### config.mk
export PLATFORM = sky130hd
export DESIGN_NAME = audio_gain_stage_flat
export DESIGN_NICKNAME = d
export VERILOG_FILES = /design/src/rtl/audio_pkg.sv /design/src/rtl/audio_gain_stage_if.sv /design/src/rtl/audio_gain_chan.sv /design/src/rtl/audio_gain_stage.sv /design/src/flat_wrapper.sv
export SDC_FILE = /design/constraint.sdc
export NUM_CORES = 2
export LEC_CHECK = 0
export ABC_AREA = 1
export CORE_MARGIN = 4
export CORE_UTILIZATION = 66
export DETAILED_ROUTE_END_ITERATION = 10
export GPL_TIMING_DRIVEN = 1
export MAX_ROUTING_LAYER = met4
export PLACE_DENSITY = 0.95
export REMOVE_ABC_BUFFERS = 1
export SLEW_MARGIN = 20
export SYNTH_ARGS = -nofsm -noshare
export SYNTH_HDL_FRONTEND = slang
export SYNTH_SLANG_ARGS = --single-unit
### constraint.sdc
create_clock -name clk_100 -period 9.2 [get_ports clk_100]
set_clock_uncertainty 0.15 [all_clocks]
set_input_delay 2.76 -clock clk_100 [delete_from_list [all_inputs] [get_ports clk_100]]
set_output_delay 2.76 -clock clk_100 [all_outputs]
set_load 0.02 [all_outputs]
### src/rtl/audio_pkg.sv
// Shared constants, FSM state type and gain-ramp helper for the audio gain stage.
package audio_pkg;

  localparam int unsigned DATA_W    = 24;
  localparam int unsigned GAIN_W    = 16;
  localparam int unsigned GAIN_FRAC = 14;
  localparam int unsigned PROD_W    = DATA_W + GAIN_W + 1;
  localparam int unsigned RES_W     = PROD_W - GAIN_FRAC;

  localparam logic [GAIN_W-1:0]        GAIN_UNITY = 16'h4000;
  localparam logic signed [DATA_W-1:0] SAT_MAX    = {1'b0, {(DATA_W-1){1'b1}}};
  localparam logic signed [DATA_W-1:0] SAT_MIN    = {1'b1, {(DATA_W-1){1'b0}}};
  // Added before the shift so the truncation rounds half up.
  localparam logic signed [PROD_W-1:0] ROUND_HALF = PROD_W'(1 << (GAIN_FRAC - 1));

  typedef enum logic [1:0] {IDLE, MUL, SAT} state_t;

  // One ramp step from cur toward tgt; snaps onto tgt when within one step.
  function automatic logic [GAIN_W-1:0] ramp_gain(input logic [GAIN_W-1:0] cur,
                                                  input logic [GAIN_W-1:0] tgt,
                                                  input logic [GAIN_W-1:0] step);
    logic [GAIN_W-1:0] res;
    if (cur > tgt) begin
      res = ((cur - tgt) <= step) ? tgt : cur - step;
    end else begin
      res = ((tgt - cur) <= step) ? tgt : cur + step;
    end
    return res;
  endfunction

endpackage

### src/rtl/audio_gain_stage_if.sv
// Sample stream between the codec interface (master) and the gain stage (slave).
interface audio_gain_stage_if;
  import audio_pkg::*;

  logic signed [DATA_W-1:0] line_in_l;
  logic signed [DATA_W-1:0] line_in_r;
  logic                     new_sample;
  logic signed [DATA_W-1:0] hphone_l;
  logic signed [DATA_W-1:0] hphone_r;
  logic                     hphone_l_valid;

  modport master (
    output line_in_l, line_in_r, new_sample,
    input  hphone_l, hphone_r, hphone_l_valid
  );

  modport slave (
    input  line_in_l, line_in_r, new_sample,
    output hphone_l, hphone_r, hphone_l_valid
  );

endinterface

### src/rtl/audio_gain_chan.sv
// One channel datapath: capture, multiply register, round, saturate, output register.
// Optional sticky clip flag when AUDIO_GAIN_CLIP_DETECT_EN is defined.
module audio_gain_chan
  import audio_pkg::*;
(
  input  logic                     clk_100,
  input  logic                     rst_n,
  input  logic                     cap_en,
  input  logic                     mul_en,
  input  logic                     sat_en,
  input  logic signed [DATA_W-1:0] sample,
  input  logic [GAIN_W-1:0]        g_used,
  input  logic                     bypass_used,
`ifdef AUDIO_GAIN_CLIP_DETECT_EN
  input  logic                     clip_clr,
  output logic                     clip,
`endif
  output logic signed [DATA_W-1:0] hphone
);

  logic signed [DATA_W-1:0] smp_q;
  logic signed [PROD_W-1:0] prod_q;
  logic signed [PROD_W-1:0] smp_ext;
  logic signed [PROD_W-1:0] gain_ext;
  logic signed [PROD_W-1:0] prod_d;
  logic signed [PROD_W-1:0] rnd;
  logic signed [RES_W-1:0]  rnd_sh;
  logic                     ovf;
  logic signed [DATA_W-1:0] sat_res;
  logic signed [DATA_W-1:0] out_q;

  // Gain is unsigned, so it is zero-extended before the signed multiply.
  assign smp_ext  = PROD_W'(smp_q);
  assign gain_ext = PROD_W'({1'b0, g_used});
  assign prod_d   = smp_ext * gain_ext;

  // Round half up, then saturate when the upper result bits are not a sign extension.
  always_comb begin
    rnd     = prod_q + ROUND_HALF;
    rnd_sh  = RES_W'(rnd >>> GAIN_FRAC);
    ovf     = !((&rnd_sh[RES_W-1:DATA_W-1]) || !(|rnd_sh[RES_W-1:DATA_W-1]));
    sat_res = rnd_sh[DATA_W-1:0];
    if (ovf) begin
      sat_res = rnd_sh[RES_W-1] ? SAT_MIN : SAT_MAX;
    end
  end

  // Pipeline registers: sample capture, product, final output.
  always_ff @(posedge clk_100 or negedge rst_n) begin
    if (!rst_n) begin
      smp_q  <= '0;
      prod_q <= '0;
      out_q  <= '0;
    end else begin
      if (cap_en) smp_q  <= sample;
      if (mul_en) prod_q <= prod_d;
      if (sat_en) out_q  <= bypass_used ? smp_q : sat_res;
    end
  end

`ifdef AUDIO_GAIN_CLIP_DETECT_EN
  logic clip_q;

  // Sticky clip flag; a new saturation wins over a clear in the same cycle.
  always_ff @(posedge clk_100 or negedge rst_n) begin
    if (!rst_n) begin
      clip_q <= 1'b0;
    end else if (sat_en && !bypass_used && ovf) begin
      clip_q <= 1'b1;
    end else if (clip_clr) begin
      clip_q <= 1'b0;
    end
  end

  assign clip = clip_q;
`endif

  assign hphone = out_q;

endmodule

### src/rtl/audio_gain_stage.sv
// Stereo ramped gain stage with mute and bypass: IDLE -> MUL -> SAT, valid at N+3.
// Optional clip detection ports are enabled by AUDIO_GAIN_CLIP_DETECT_EN.
module audio_gain_stage
  import audio_pkg::*;
#(
  parameter int unsigned RAMP_STEP = 64
) (
  input  logic              clk_100,
  input  logic              rst_n,
  audio_gain_stage_if.slave audio,
  input  logic [GAIN_W-1:0] gain_target,
  input  logic              mute,
  input  logic              bypass,
`ifdef AUDIO_GAIN_CLIP_DETECT_EN
  input  logic              clip_clr,
  output logic              clip_l,
  output logic              clip_r,
`endif
  output logic [GAIN_W-1:0] gain_cur,
  output logic              sample_drop
);

  localparam logic [GAIN_W-1:0] STEP = GAIN_W'(RAMP_STEP);

  state_t              state_q, state_d;
  logic [GAIN_W-1:0]   gain_q, gain_d;
  logic [GAIN_W-1:0]   g_used_q;
  logic [GAIN_W-1:0]   tgt;
  logic                bypass_q;
  logic                valid_q;
  logic                cap_en, mul_en, sat_en;
  logic signed [DATA_W-1:0] out_l, out_r;

  assign tgt = mute ? '0 : gain_target;

  // Next state, stage enables, ramp update and drop strobe.
  always_comb begin
    state_d     = state_q;
    gain_d      = gain_q;
    cap_en      = 1'b0;
    mul_en      = 1'b0;
    sat_en      = 1'b0;
    sample_drop = 1'b0;
    unique case (state_q)
      IDLE: begin
        if (audio.new_sample) begin
          cap_en  = 1'b1;
          gain_d  = ramp_gain(gain_q, tgt, STEP);
          state_d = MUL;
        end
      end
      MUL: begin
        mul_en      = 1'b1;
        sample_drop = audio.new_sample;
        state_d     = SAT;
      end
      SAT: begin
        sat_en      = 1'b1;
        sample_drop = audio.new_sample;
        state_d     = IDLE;
      end
      default: state_d = IDLE;
    endcase
  end

  // State, ramp and per-capture control registers.
  always_ff @(posedge clk_100 or negedge rst_n) begin
    if (!rst_n) begin
      state_q  <= IDLE;
      gain_q   <= '0;
      g_used_q <= '0;
      bypass_q <= 1'b0;
      valid_q  <= 1'b0;
    end else begin
      state_q <= state_d;
      gain_q  <= gain_d;
      valid_q <= sat_en;
      if (cap_en) begin
        g_used_q <= gain_q;
        bypass_q <= bypass;
      end
    end
  end

  audio_gain_chan u_chan_l (
    .clk_100     (clk_100),
    .rst_n       (rst_n),
    .cap_en      (cap_en),
    .mul_en      (mul_en),
    .sat_en      (sat_en),
    .sample      (audio.line_in_l),
    .g_used      (g_used_q),
    .bypass_used (bypass_q),
`ifdef AUDIO_GAIN_CLIP_DETECT_EN
    .clip_clr    (clip_clr),
    .clip        (clip_l),
`endif
    .hphone      (out_l)
  );

  audio_gain_chan u_chan_r (
    .clk_100     (clk_100),
    .rst_n       (rst_n),
    .cap_en      (cap_en),
    .mul_en      (mul_en),
    .sat_en      (sat_en),
    .sample      (audio.line_in_r),
    .g_used      (g_used_q),
    .bypass_used (bypass_q),
`ifdef AUDIO_GAIN_CLIP_DETECT_EN
    .clip_clr    (clip_clr),
    .clip        (clip_r),
`endif
    .hphone      (out_r)
  );

  assign audio.hphone_l       = out_l;
  assign audio.hphone_r       = out_r;
  assign audio.hphone_l_valid = valid_q;
  assign gain_cur             = gain_q;

endmodule

### src/flat_wrapper.sv
// flat-port wrapper written by rule: the top's interface ports become plain ports
module audio_gain_stage_flat import audio_pkg::*;
#(
  parameter int unsigned RAMP_STEP = 64
)
  (clk_100, rst_n, gain_target, mute, bypass, gain_cur, sample_drop, audio_line_in_l, audio_line_in_r, audio_new_sample, audio_hphone_l, audio_hphone_r, audio_hphone_l_valid);
  audio_gain_stage_if audio_i ();
  input  logic clk_100;
  input  logic rst_n;
  input  logic [GAIN_W-1:0] gain_target;
  input  logic mute;
  input  logic bypass;
  output logic [GAIN_W-1:0] gain_cur;
  output logic sample_drop;
  input wire logic [$bits(audio_i.line_in_l)-1:0] audio_line_in_l;
  input wire logic [$bits(audio_i.line_in_r)-1:0] audio_line_in_r;
  input wire logic [$bits(audio_i.new_sample)-1:0] audio_new_sample;
  output wire logic [$bits(audio_i.hphone_l)-1:0] audio_hphone_l;
  output wire logic [$bits(audio_i.hphone_r)-1:0] audio_hphone_r;
  output wire logic [$bits(audio_i.hphone_l_valid)-1:0] audio_hphone_l_valid;
  assign audio_i.line_in_l = audio_line_in_l;
  assign audio_i.line_in_r = audio_line_in_r;
  assign audio_i.new_sample = audio_new_sample;
  assign audio_hphone_l = audio_i.hphone_l;
  assign audio_hphone_r = audio_i.hphone_r;
  assign audio_hphone_l_valid = audio_i.hphone_l_valid;
  audio_gain_stage #(.RAMP_STEP(RAMP_STEP)) u_core (.clk_100(clk_100), .rst_n(rst_n), .audio(audio_i), .gain_target(gain_target), .mute(mute), .bypass(bypass), .gain_cur(gain_cur), .sample_drop(sample_drop));
endmodule
==> impl_results.md <==
* Outcome: finished clean
* CP arrival at 7.36 ns
* Final HPWL DP at 93.9 mm
* Cells along the critical path: buf_4 -> nand2_1 -> fa_1 -> inv_1 -> fa_1 -> fa_1 -> fa_1 -> fa_1 -> inv_1 -> fa_1 -> inv_1 -> ha_1 -> nand2_1 -> nor2_1 -> inv_1 -> nor2_1 -> inv_1 -> o21ai_0 -> a21oi_1 -> or2_2 -> nand3_1 -> o21ai_0
* Number of DRC markers in iteration 0 at 4316
* Antenna cell count at 0
* Crit path required time at 9.43 ns
* Hold path startpoint: u_core.u_chan_l.hphone[21]$_DFFE_PN0P_
* Synthesis-to-finish area growth at 5.18%
* Most used DFF post-synth: dfrtp_1
* Sequential cell area at 4740 um2
* Final WL at 121 mm
* Final GP Congestion at 1.05
* Cell mode on critical path: fa_1
* Hold Buf Count CTS at 0
* WHS at 0.331 ns
* Post-DR vias/cell at 5.78
* Yosys reg bits at 188
* Detailed Routing Iterations Pass 1 at 10
* Max Clk Rate at 140 MHz
* Post-Syn Area at 41200 um2
* Worst slew pin tran at 1.21 ns
* DIE AREA at 66400 um2
* Die Ht at 258 um
* Number of flops mapped to enable cells by yosys at 0
* Crit start category: register
* Gr ovfl total at 0
* Die width at 258 um
* Seq/Total Area, Yosys at 11.4%
* DRC Markers at 0
* Most frequent cells in the layout: nand2_1 (1544), inv_1 (1473), fa_1 (750)
* Worst skew pair latency at 0.52 ns
* Min cycle time layout at 7.12 ns
* Clock transition at the registers of the reported paths at 0.08 ns
* Inst Count DP at 6270
* RSZ-0062 raised after global routing: false
* Worst reg2reg path startpoint: u_core.g_used_q[8]$_DFFE_PN0P_
* Vias in the first global route at 38804
* DRT antenna net count at 0
* Gate Count Post-Synth at 5521
* Ratio of cells with drive above 1 in the final layout at 2.53%
* Max Cap Violations at 0
* Row Count at 91
* Placement Setup Slack at 2.11 ns
* Cell variety after synth at 52
* Critical Path End Type: register
* Mean post-synth cell area at 7.46 um2
* Critical path's slowest cell: dfrtp_2
* Level count of the clock H-tree at 4
* Async SR Flop Fraction at 100%
* Reg-to-reg slack, setup at 2.08 ns
* Most common cell after layout, fill and taps aside: nand2_1
* Multi-input gate area at 29900 um2
* Non-filler cells, final at 6302
* Filler cells at 4663
* Port bufs at 134
* Wirelength per Cell at 19.2 um
* Overall routing resource usage at 38.6%
* Hold Path Class: reg -> reg
* Pins Over Slew Limit at 0
* Final Hold Fails at 0
* Critical path type: reg -> reg
* Worst Setup SP: u_core.g_used_q[8]$_DFFE_PN0P_
* Post-CTS sizing at 0
* Initial antenna violation count at 1
* Largest net degree at the start of global routing at 89
* Final setup margin at 2.08 ns
* CTS tree: built
* Fin crit share at 77.4%
* Buffer count from post-CTS setup fixing at 0
* Clk sinks at 188
* Crit path largest cell delay at 0.89 ns
* Root Buffer: clkbuf_16
* CTS buffer count at 17
* Num ports at 135
* Nets@finish at 6509
* Post-route setup TNS at 0 ns
* Core area at 61700 um2
* Yosys warning total at 0
* Setup-failing EPs final at 0
* First-pass GRT wire length at 197 mm
* Worst-path fanout max at 31
* Relative slew margins at 19.1%
* Via count at 36427
* Initial core utilization at 66.7%
* Max Buffers Root-to-Sink at 2
==> cell families after synthesis <==
logic type	synth area share, %
buffers and inverters	16.0
DFF	11.4
and+or+nand+nor	21.3
xor gates and xnor gates	2.28
adders and majority gates	43.7
AOI/OAI and AO/OA	5.26
==> Yosys cell counts, types with 4 or more instances <==
cell | instances | area (um2)
a21o_1 | 11 | 82.6
o21ai_0 | 152 | 761
nor2_2 | 6 | 37.5
buf_2 | 4 | 20.0
clkbuf_1 | 203 | 762
nor2_1 | 169 | 634
buf_6 | 6 | 67.6
nor4_1 | 10 | 62.6
inv_2 | 7 | 26.3
or2_2 | 12 | 75.1
xor2_1 | 70 | 613
buf_4 | 6 | 45.0
o21bai_1 | 9 | 67.6
nor3_1 | 36 | 180
nand3b_1 | 14 | 105
o21ai_2 | 6 | 52.6
a31oi_1 | 28 | 175
dfrtp_1 | 188 | 4700
inv_1 | 1474 | 5530
o211ai_1 | 4 | 30.0
fa_1 | 750 | 15000
nand3_1 | 240 | 1200
a21oi_1 | 161 | 806
ha_1 | 238 | 2980
xnor2_1 | 37 | 324
nand2_2 | 20 | 125
nand2_1 | 1544 | 5800
buf_1 | 12 | 45.0
nor2_4 | 7 | 78.8
dlygate4sd3_1 | 5 | 50.1
o221ai_1 | 4 | 35.0
nand4_1 | 44 | 275
o21a_1 | 9 | 67.6
clkinv_1 | 4 | 15.0
==> cell type report <==
| cell class | count | share of cell area [%] |
|---|---|---|
| clock buffers | 18 | 0.991 |
| clock inverters | 14 | 0.367 |
| inverters | 1485 | 12.9 |
| multi-input cells | 3608 | 69.0 |
| flip-flops and latches | 188 | 10.9 |
| well taps | 837 | 2.42 |
| repair buffers | 152 | 3.42 |
==> per-layer routing <==
metal / track usage (%) / wire length [um] / vias to the layer above
li1: - / - / 15863
met1: 48.0 / 44200 / 17389
met2: 60.6 / 55900 / 2567
met3: 9.50 / 14700 / 608
met4: 17.1 / 6340 / 0
met5: - / 0 / -
==> worst max-delay path, delay by kind of cell (launching register included) <==
family          cells  cell delay [ns]
buf+inv             6             0.70
flops               1             0.89
compound gates      3             0.68
fa+ha+maj           7             3.52
simple gates        6             1.01
==> sequential cells by signal, indices dropped and copies added, names as in the netlist <==
name and flops:
u_core.g_used_q 16, u_core.u_chan_l.prod_q 28, u_core.u_chan_l.hphone 24, u_core.u_chan_r.hphone 24, u_core.audio.hphone_l_valid 1, u_core.u_chan_r.prod_q 28
u_core.gain_cur 16, u_core.u_chan_r.smp_q 24, u_core.u_chan_l.smp_q 24, u_core.bypass_q 1, u_core.state_q 2
==> worst paths after layout <==
kind	to	cells after the start
setup / recovery	u_core.u_chan_r.prod_q[29]$_DFFE_PN0N_	22
min in group asynchronous	u_core.u_chan_r.hphone[19]$_DFFE_PN0P_	1
max in group asynchronous	u_core.g_used_q[7]$_DFFE_PN0P_	2
hold reg to reg	u_core.u_chan_l.hphone[21]$_DFFE_PN0P_	2
setup reg to reg	u_core.u_chan_r.prod_q[29]$_DFFE_PN0N_	22
hold / removal	u_core.u_chan_l.hphone[21]$_DFFE_PN0P_	2
==> stage by stage <==
step	cell area [um2]	utilization [%]
finish	43300	70.2
detailed placement	42700	69.2
global placement	42700	69.2
global route	43300	70.2
floorplan	40100	-
CTS	43300	70.1
Power is not shown: default switching activity piles up to over one toggle a cycle in this logic, so the estimate is an artifact.
